### src/rtl/pipe_pkg.sv
// Shared pipeline-stage definitions: occupancy encoding, reset/exception
// constants and per-stage payload layouts packed into in_data.
package pipe_pkg;

  localparam int PC_W_DEFAULT   = 32;
  localparam int DATA_W_DEFAULT = 160;

  localparam logic [31:0] EXC_VEC_DEFAULT = 32'h0000_4180;
  localparam logic [31:0] PC_RESET        = 32'h0000_0000;

  localparam logic [1:0] OCC_EMPTY = 2'd0;
  localparam logic [1:0] OCC_ONE   = 2'd1;
  localparam logic [1:0] OCC_FULL  = 2'd2;

  // M->W bundle, exactly DATA_W_DEFAULT bits
  typedef struct packed {
    logic [31:0] instr;
    logic [31:0] pc8;
    logic [31:0] alu;
    logic [31:0] mdu;
    logic [26:0] cp0;
    logic [4:0]  rd;
  } mw_payload_t;

  typedef struct packed {
    logic [31:0] instr;
    logic [31:0] pc8;
    logic [31:0] alu;
    logic [31:0] wdata;
    logic [26:0] ctrl;
    logic [4:0]  rd;
  } em_payload_t;

  function automatic logic [1:0] occ_count(
    input logic main_v,
    input logic skid_v
  );
    logic [1:0] occ;
    unique case ({main_v, skid_v})
      2'b00:   occ = OCC_EMPTY;
      2'b11:   occ = OCC_FULL;
      default: occ = OCC_ONE;
    endcase
    return occ;
  endfunction

endpackage

### src/rtl/pipe_stage_skid_if.sv
// Valid/ready stage link carrying a PC, a packed payload and a bubble mark.
// The consumer side ignores the bubble mark of incoming entries.
interface pipe_stage_skid_if
  import pipe_pkg::*;
#(
  parameter int PC_W   = PC_W_DEFAULT,
  parameter int DATA_W = DATA_W_DEFAULT
);

  logic              valid;
  logic              ready;
  logic [PC_W-1:0]   pc;
  logic [DATA_W-1:0] data;
  logic              bubble;

  modport master (
    output valid,
    output pc,
    output data,
    output bubble,
    input  ready
  );

  modport slave (
    input  valid,
    input  pc,
    input  data,
    output ready
  );

endinterface

### src/rtl/pipe_entry_reg.sv
// One held pipeline entry: valid/pc/data/bubble with inject, clear,
// load and drop controls (in that priority order).
module pipe_entry_reg
  import pipe_pkg::*;
#(
  parameter int PC_W   = PC_W_DEFAULT,
  parameter int DATA_W = DATA_W_DEFAULT
) (
  input  logic              clk,
  input  logic              reset_n,
  input  logic              inject,
  input  logic              clear,
  input  logic              load,
  input  logic              drop,
  input  logic [PC_W-1:0]   inj_pc,
  input  logic [PC_W-1:0]   pc_d,
  input  logic [DATA_W-1:0] data_d,
  input  logic              bubble_d,
  output logic              valid,
  output logic [PC_W-1:0]   pc,
  output logic [DATA_W-1:0] data,
  output logic              bubble
);

  always_ff @(posedge clk or negedge reset_n) begin
    if (!reset_n) begin
      valid  <= 1'b0;
      pc     <= PC_RESET[PC_W-1:0];
      data   <= '0;
      bubble <= 1'b0;
    end else if (inject) begin
      valid  <= 1'b1;
      pc     <= inj_pc;
      data   <= '0;
      bubble <= 1'b1;
    end else if (clear) begin
      valid  <= 1'b0;
      pc     <= PC_RESET[PC_W-1:0];
      data   <= '0;
      bubble <= 1'b0;
    end else if (load) begin
      valid  <= 1'b1;
      pc     <= pc_d;
      data   <= data_d;
      bubble <= bubble_d;
    end else if (drop) begin
      // pc/data keep the departed entry; only the marks clear
      valid  <= 1'b0;
      bubble <= 1'b0;
    end
  end

endmodule

### src/rtl/pipe_stage_skid.sv
// Elastic inter-stage register: 1-cycle latency, optional 2-entry skid,
// flush and exception-bubble injection.
module pipe_stage_skid
  import pipe_pkg::*;
#(
  parameter int          PC_W    = PC_W_DEFAULT,
  parameter int          DATA_W  = DATA_W_DEFAULT,
  parameter logic [31:0] EXC_VEC = EXC_VEC_DEFAULT,
  parameter bit          SKID_EN = 1'b1
) (
  input  logic       clk,
  input  logic       reset_n,
  pipe_stage_skid_if.slave  up,
  pipe_stage_skid_if.master dn,
  input  logic       flush,
  input  logic       exc_req,
  output logic [1:0] occupancy
);

  localparam logic [PC_W-1:0] EXC_PC = EXC_VEC[PC_W-1:0];

  logic              main_v;
  logic [PC_W-1:0]   main_pc;
  logic [DATA_W-1:0] main_data;
  logic              main_bub;
  logic              skid_v;
  logic [PC_W-1:0]   skid_pc;
  logic [DATA_W-1:0] skid_data;
  logic              skid_bub;

  logic              in_fire;
  logic              out_fire;
  logic              main_from_skid;
  logic              main_load;
  logic              main_drop;
  logic              skid_load;
  logic              skid_drop;
  logic [PC_W-1:0]   main_pc_d;
  logic [DATA_W-1:0] main_data_d;
  logic              main_bub_d;

  generate
    if (SKID_EN) begin : g_skid
      assign up.ready = !skid_v;
    end else begin : g_single
      assign up.ready = !main_v | dn.ready;
    end
  endgenerate

  assign in_fire  = up.valid & up.ready;
  assign out_fire = main_v & dn.ready;

  always_comb begin
    main_from_skid = skid_v & out_fire;
    main_load      = main_from_skid
                   | (in_fire & (!main_v | out_fire));
    main_drop      = out_fire & !main_load;
    // accepted while main is stalled: park it behind main
    skid_load      = SKID_EN & in_fire & main_v & !out_fire;
    skid_drop      = main_from_skid;
    main_pc_d      = up.pc;
    main_data_d    = up.data;
    main_bub_d     = 1'b0;
    if (main_from_skid) begin
      main_pc_d   = skid_pc;
      main_data_d = skid_data;
      main_bub_d  = skid_bub;
    end
  end

  pipe_entry_reg #(
    .PC_W   (PC_W),
    .DATA_W (DATA_W)
  ) u_main (
    .clk      (clk),
    .reset_n  (reset_n),
    .inject   (exc_req),
    .clear    (flush),
    .load     (main_load),
    .drop     (main_drop),
    .inj_pc   (EXC_PC),
    .pc_d     (main_pc_d),
    .data_d   (main_data_d),
    .bubble_d (main_bub_d),
    .valid    (main_v),
    .pc       (main_pc),
    .data     (main_data),
    .bubble   (main_bub)
  );

  pipe_entry_reg #(
    .PC_W   (PC_W),
    .DATA_W (DATA_W)
  ) u_skid (
    .clk      (clk),
    .reset_n  (reset_n),
    .inject   (1'b0),
    .clear    (flush | exc_req),
    .load     (skid_load),
    .drop     (skid_drop),
    .inj_pc   (EXC_PC),
    .pc_d     (up.pc),
    .data_d   (up.data),
    .bubble_d (1'b0),
    .valid    (skid_v),
    .pc       (skid_pc),
    .data     (skid_data),
    .bubble   (skid_bub)
  );

  assign dn.valid  = main_v;
  assign dn.pc     = main_pc;
  assign dn.data   = main_data;
  assign dn.bubble = main_bub;
  assign occupancy = occ_count(main_v, skid_v);

endmodule

### src/flat_wrapper.sv
// flat-port wrapper written by rule: the top's interface ports become plain ports
module pipe_stage_skid_flat import pipe_pkg::*;
#(
  parameter int          PC_W    = PC_W_DEFAULT,
  parameter int          DATA_W  = DATA_W_DEFAULT,
  parameter logic [31:0] EXC_VEC = EXC_VEC_DEFAULT,
  parameter bit          SKID_EN = 1'b1
)
  (clk, reset_n, flush, exc_req, occupancy, up_valid, up_pc, up_data, up_ready, dn_valid, dn_pc, dn_data, dn_bubble, dn_ready);
  pipe_stage_skid_if #(.PC_W(PC_W), .DATA_W(DATA_W)) up_i ();
  pipe_stage_skid_if #(.PC_W(PC_W), .DATA_W(DATA_W)) dn_i ();
  input  logic clk;
  input  logic reset_n;
  input  logic flush;
  input  logic exc_req;
  output logic [1:0] occupancy;
  input wire logic [$bits(up_i.valid)-1:0] up_valid;
  input wire logic [$bits(up_i.pc)-1:0] up_pc;
  input wire logic [$bits(up_i.data)-1:0] up_data;
  output wire logic [$bits(up_i.ready)-1:0] up_ready;
  output wire logic [$bits(dn_i.valid)-1:0] dn_valid;
  output wire logic [$bits(dn_i.pc)-1:0] dn_pc;
  output wire logic [$bits(dn_i.data)-1:0] dn_data;
  output wire logic [$bits(dn_i.bubble)-1:0] dn_bubble;
  input wire logic [$bits(dn_i.ready)-1:0] dn_ready;
  assign up_i.valid = up_valid;
  assign up_i.pc = up_pc;
  assign up_i.data = up_data;
  assign up_ready = up_i.ready;
  assign dn_valid = dn_i.valid;
  assign dn_pc = dn_i.pc;
  assign dn_data = dn_i.data;
  assign dn_bubble = dn_i.bubble;
  assign dn_i.ready = dn_ready;
  pipe_stage_skid #(.PC_W(PC_W), .DATA_W(DATA_W), .EXC_VEC(EXC_VEC), .SKID_EN(SKID_EN)) u_core (.clk(clk), .reset_n(reset_n), .up(up_i), .dn(dn_i), .flush(flush), .exc_req(exc_req), .occupancy(occupancy));
endmodule
### config.mk
export PLATFORM = sky130hd
export DESIGN_NAME = pipe_stage_skid_flat
export DESIGN_NICKNAME = d
export VERILOG_FILES = /design/src/rtl/pipe_pkg.sv /design/src/rtl/pipe_stage_skid_if.sv /design/src/rtl/pipe_entry_reg.sv /design/src/rtl/pipe_stage_skid.sv /design/src/flat_wrapper.sv
export SDC_FILE = /design/constraint.sdc
export NUM_CORES = 1
export LEC_CHECK = 0
export CAP_MARGIN = 20
export CORE_MARGIN = 4
export CORE_UTILIZATION = 55
export CTS_BUF_LIST = sky130_fd_sc_hd__clkbuf_4
export DETAILED_ROUTE_END_ITERATION = 10
export PLACE_DENSITY = 0.95
export SLEW_MARGIN = 40
export SYNTH_ARGS = -nofsm -noshare
export SYNTH_HDL_FRONTEND = slang
export SYNTH_SLANG_ARGS = --single-unit
### constraint.sdc
create_clock -name clk -period 4.1 [get_ports clk]
set_input_delay 0.82 -clock clk [delete_from_list [all_inputs] [get_ports clk]]
set_output_delay 0.82 -clock clk [all_outputs]
set_load 0.1 [all_outputs]
Yosys cells after proc, flatten, opt, wreduce, memory -nomap -nowiden:

Index checks and enable logic that the tools add are counted.

* equality and inequality tests: 1
* muxes and demuxes: 26
* bitwise operators: 10
* reductions and logical operators: 9

Operators by type and width (number)
* $mux 160: 6
* $mux 32: 6
* $mux 1: 13
* $and 1x1->1: 7
* $reduce_bool 3->1: 2
* $logic_not 1->1: 4
* $pmux 2 s2: 1
* $reduce_bool 4->1: 1
* $or 1x1->1: 3
* $eq 2x2->1 const B: 1
* $logic_not 2->1: 1
* $reduce_bool 2->1: 1

* register bits after elaboration: 388
* word-level logic and storage cells: 54

Depth between registers and ports, before layout:

* depth after elaboration: 10
* depth in mapped cells: 7
* gate-level depth less buffers: 3

By module:

A second synthesis with hierarchy kept.

* cells, all modules: 1556
* area total of the unflattened synthesis: 18774.3 um^2

By module, submodules not included
* pipe_entry_reg: area an instance 8189.1 um^2, instances 2, cells each 664, sequential area each 4854.7 um^2
* pipe_stage_skid: area an instance 2396.0 um^2, instances 1, cells each 228, sequential area each 0.0 um^2

Least setup slack after synthesis:

OpenSTA, ideal clock, no wires.

* path type: register to output
* start point: register u_core.u_main.valid
* end point: output port occupancy[1]
* arrival: 1916 ps
* path slack: 1364 ps
* stages on the path, launching flop included: 2
* required time: 3280 ps
* path through: dfrtp_1 ha_1

* cells in the longest elaborated chain, start to end: 2

Ends and longest elaborated chain
* start: declaration: RTL line pipe_entry_reg.sv:19 `output logic valid,`
* start signal: assignment: RTL line pipe_entry_reg.sv:27 `valid <= 1'b0;`
* start signal: assignment: RTL line pipe_entry_reg.sv:32 `valid <= 1'b1;`
* start signal: assignment: RTL line pipe_entry_reg.sv:37 `valid <= 1'b0;`
* $eq 2x2->1 / $logic_not 2->1 (equally long branches): RTL line pipe_pkg.sv:39 `unique case ({main_v, skid_v})`
* $pmux 2 s2 (*): RTL line pipe_pkg.sv:39
* end: declaration: RTL line flat_wrapper.sv:16 `output logic [1:0] occupancy;`

Every way passes the cells marked *; elsewhere a longest branch is shown, timed or not.

Worst setup path after layout:

Same ends and word-level chain as after synthesis.

==> metrics.txt <==
gr ovfl total=0; pre-CTS setup slack=1.060 ns; Worst path slowest cell=dfrtp_1; vias in the first global route=12.70k; CTS Buffer Depth=3; CP Cell Sequence=ha_1 > buf_2; Via density=6.172; Starting Density=55.99%; routability cong.=0.7909; Worst path max stage delay=0.50 ns; met1 Use GR=36.66%; Slew @ Worst Pin=0.6874 ns; setup TNS=0 ns; Clock Pin Slew Worst Setup and Hold Paths=0.07 ns; min cycle time layout=2.666 ns; worst endpoint required time=3.28 ns; register area share after synthesis=61.92%; drt total wl=44510 µm; Mapped Cells=1093; worst vdd ir=0.2841 mV; Routed Antenna Nets=0; mapped cell area=0.01564 mm²; layout cells sized above 1=23.49%; Worst Skew=0.06418 ns; row cnt=61; Die Wd=176.6 µm; Crit path max-delay family=flip-flops; First-pass DRT Iterations=5; global-route wire length before repair=70500 µm; synth warn=0; Netlist cell types=25; final setup vio count=0; Clock Sinks=387; setup bufs post-CTS=0; total track usage=28.04%; gr busiest metal=met2; chip height=176.6 µm; final setup margin=1.434 ns; syn_nets=1292; CTS buffer count=97; Clock Latency Late Sink=0.69 ns; CTS HTree Levels=3; CP Class=reg2out; fill count=1802; flops & latches, synth=387; Max-slew headroom=54.17%; worst min path class=reg2reg; Post-DP HPWL=27930 µm; Power Density=412.2 mW/mm²; Leak=10.91 nW; DR vias=11.96k; PortBufs=394; f_max=375.1 MHz; area occupied by registers=0.009684 mm²; area of the multi-input gates=0.005468 mm²; GR Util met2=43.92%; clock root buffer=clkbuf_4; Final Util=71.80%; RSZ-0062 raised after global routing=no; initial DRC count=955; crit path buf inv count=1; Final period util=65.03%; maxcap violations=0; Crit. End Element=output pin; status=finished clean; # DRC=0; largest net degree at the start of global routing=128; Worst setup SP type=flop; endpoints failing hold=0; crit path max fanout=8; Top Ports=395; routed len/inst=22.98 µm; Avg Cell Area, Syn=14.31 µm²; Post-CTS Resized=0; initial antenna violation count=2; Layout Nets=1701; core area=0.02793 mm²; fin. max-slew vios=0; die area=0.03120 mm²; CP arrival=1.85 ns; GRT met3 Usage=9.998%; Area growth syn-to-layout=28.23%; TritonCTS clock tree=done
registers in the layout, indices dropped and copies added (netlist names):
| name | count |
|---|---|
| u_core.u_main.valid | 1 |
| u_core.u_skid.valid | 1 |
| u_core.u_main.bubble | 1 |
| u_core.u_skid.data | 160 |
| u_core.u_main.pc | 32 |
| u_core.u_skid.pc | 32 |
| u_core.u_main.data | 160 |
what timing repair did:
item,in CTS,in global routing
setup endpoints to repair,0,0
hold buffers,1,0
hold endpoints to repair,14,0
path summary, 6_finish.rpt:
kind	from	endpoint	slack [ns]	depth (start not counted)
setup reg to reg	u_core.u_main.valid	u_core.u_skid.data[116]	1.93	4
hold / removal	u_core.u_main.data[112]	u_core.u_main.data[112]	0.48	1
max in group asynchronous	reset_n	u_core.u_skid.data[78]	2.33	3
setup / recovery	u_core.u_main.valid	occupancy[1]	1.43	2
hold reg to reg	u_core.u_main.data[112]	u_core.u_main.data[112]	0.48	1
min in group asynchronous	reset_n	u_core.u_skid.data[106]	0.65	2
layer usage:
metal | part of all wire, % | up-vias
li1 | - | 5111
met1 | 39 | 6119
met2 | 48 | 638
met3 | 10 | 86
met4 | 2.8 | 2
met5 | 0.029 | -
power breakdown:
part | internal (mW) | leakage [nW] | switching (mW)
registers | 3.91 | 5.34 | 0.0651
clock network | 1.58 | 0.670 | 1.54
logic | 0.338 | 4.91 | 0.837
total | 5.83 | 10.9 | 2.44
synth_stat cells:
library cell | number | area [µm²]
nand2_1 | 1 | 3.750
nor2_1 | 5 | 18.77
buf_1 | 1 | 3.750
mux2_2 | 1 | 11.26
nor4_2 | 1 | 12.51
dfrtp_1 | 387 | 9684
a22o_1 | 192 | 1682
inv_1 | 2 | 7.510
a31o_2 | 1 | 8.760
mux2i_1 | 189 | 1892
nor3_1 | 3 | 15.01
nand2b_1 | 2 | 12.51
a21boi_1 | 1 | 7.510
nor2b_1 | 1 | 6.260
a21oi_1 | 4 | 20.02
ha_1 | 1 | 12.51
buf_4 | 10 | 75.07
nand3_1 | 2 | 10.01
clkbuf_1 | 13 | 48.80
o41ai_1 | 3 | 26.28
o2bb2ai_1 | 189 | 1655
buf_2 | 81 | 405.4
o21ai_0 | 1 | 5.000
o21a_1 | 1 | 7.510
and3b_1 | 1 | 8.760
cell families (layout without fill, tap and decap cells):
family	after synthesis	in the layout	synth area share [%]
simple gates	16	16	0.5600
buf+inv	107	572	3.456
mux	190	190	12.17
flops	387	387	61.92
compound gates	392	392	21.82
other cells	0	1	0
fa+ha+maj	1	1	0.07999
cell type report:
type | instances | area share [%]
inverters | 2 | 0.03743
clock inverters | 19 | 0.5552
multi-input cells | 599 | 27.26
clock buffers | 136 | 5.091
repair buffers | 415 | 16.40
well taps | 378 | 2.358
diodes | 1 | 0.01248
flip-flops and latches | 387 | 48.29
cell usage in the layout (no fill, tap or decap), drive strengths merged, types with 2 or more instances in the layout:
| cell | count |
|---|---|
| dfrtp | 387 |
| buf | 218 |
| clkdlybuf4s50 | 196 |
| a22o | 192 |
| mux2i | 189 |
| o2bb2ai | 189 |
| clkbuf | 136 |
| clkinv | 16 |
| nor2 | 5 |
| a21oi | 4 |
| nor3 | 3 |
| o41ai | 3 |
| inv | 2 |
| nand2b | 2 |
| nand3 | 2 |
| clkinvlp | 2 |
per-stage QoR:
step,instance area [µm²],std cells,power (mW),hold WS [ns]
finish,20060,1937,8.268,0.4827
global route,20060,1937,8.606,0.5021
CTS,20050,1936,8.345,0.4892
detailed placement,18910,1780,5.217,0.4684
global placement,19890,1780,5.255,0.4695
floorplan,15640,1093,4.745,0.4722
Note: power is estimated with default switching activity, not from simulation.
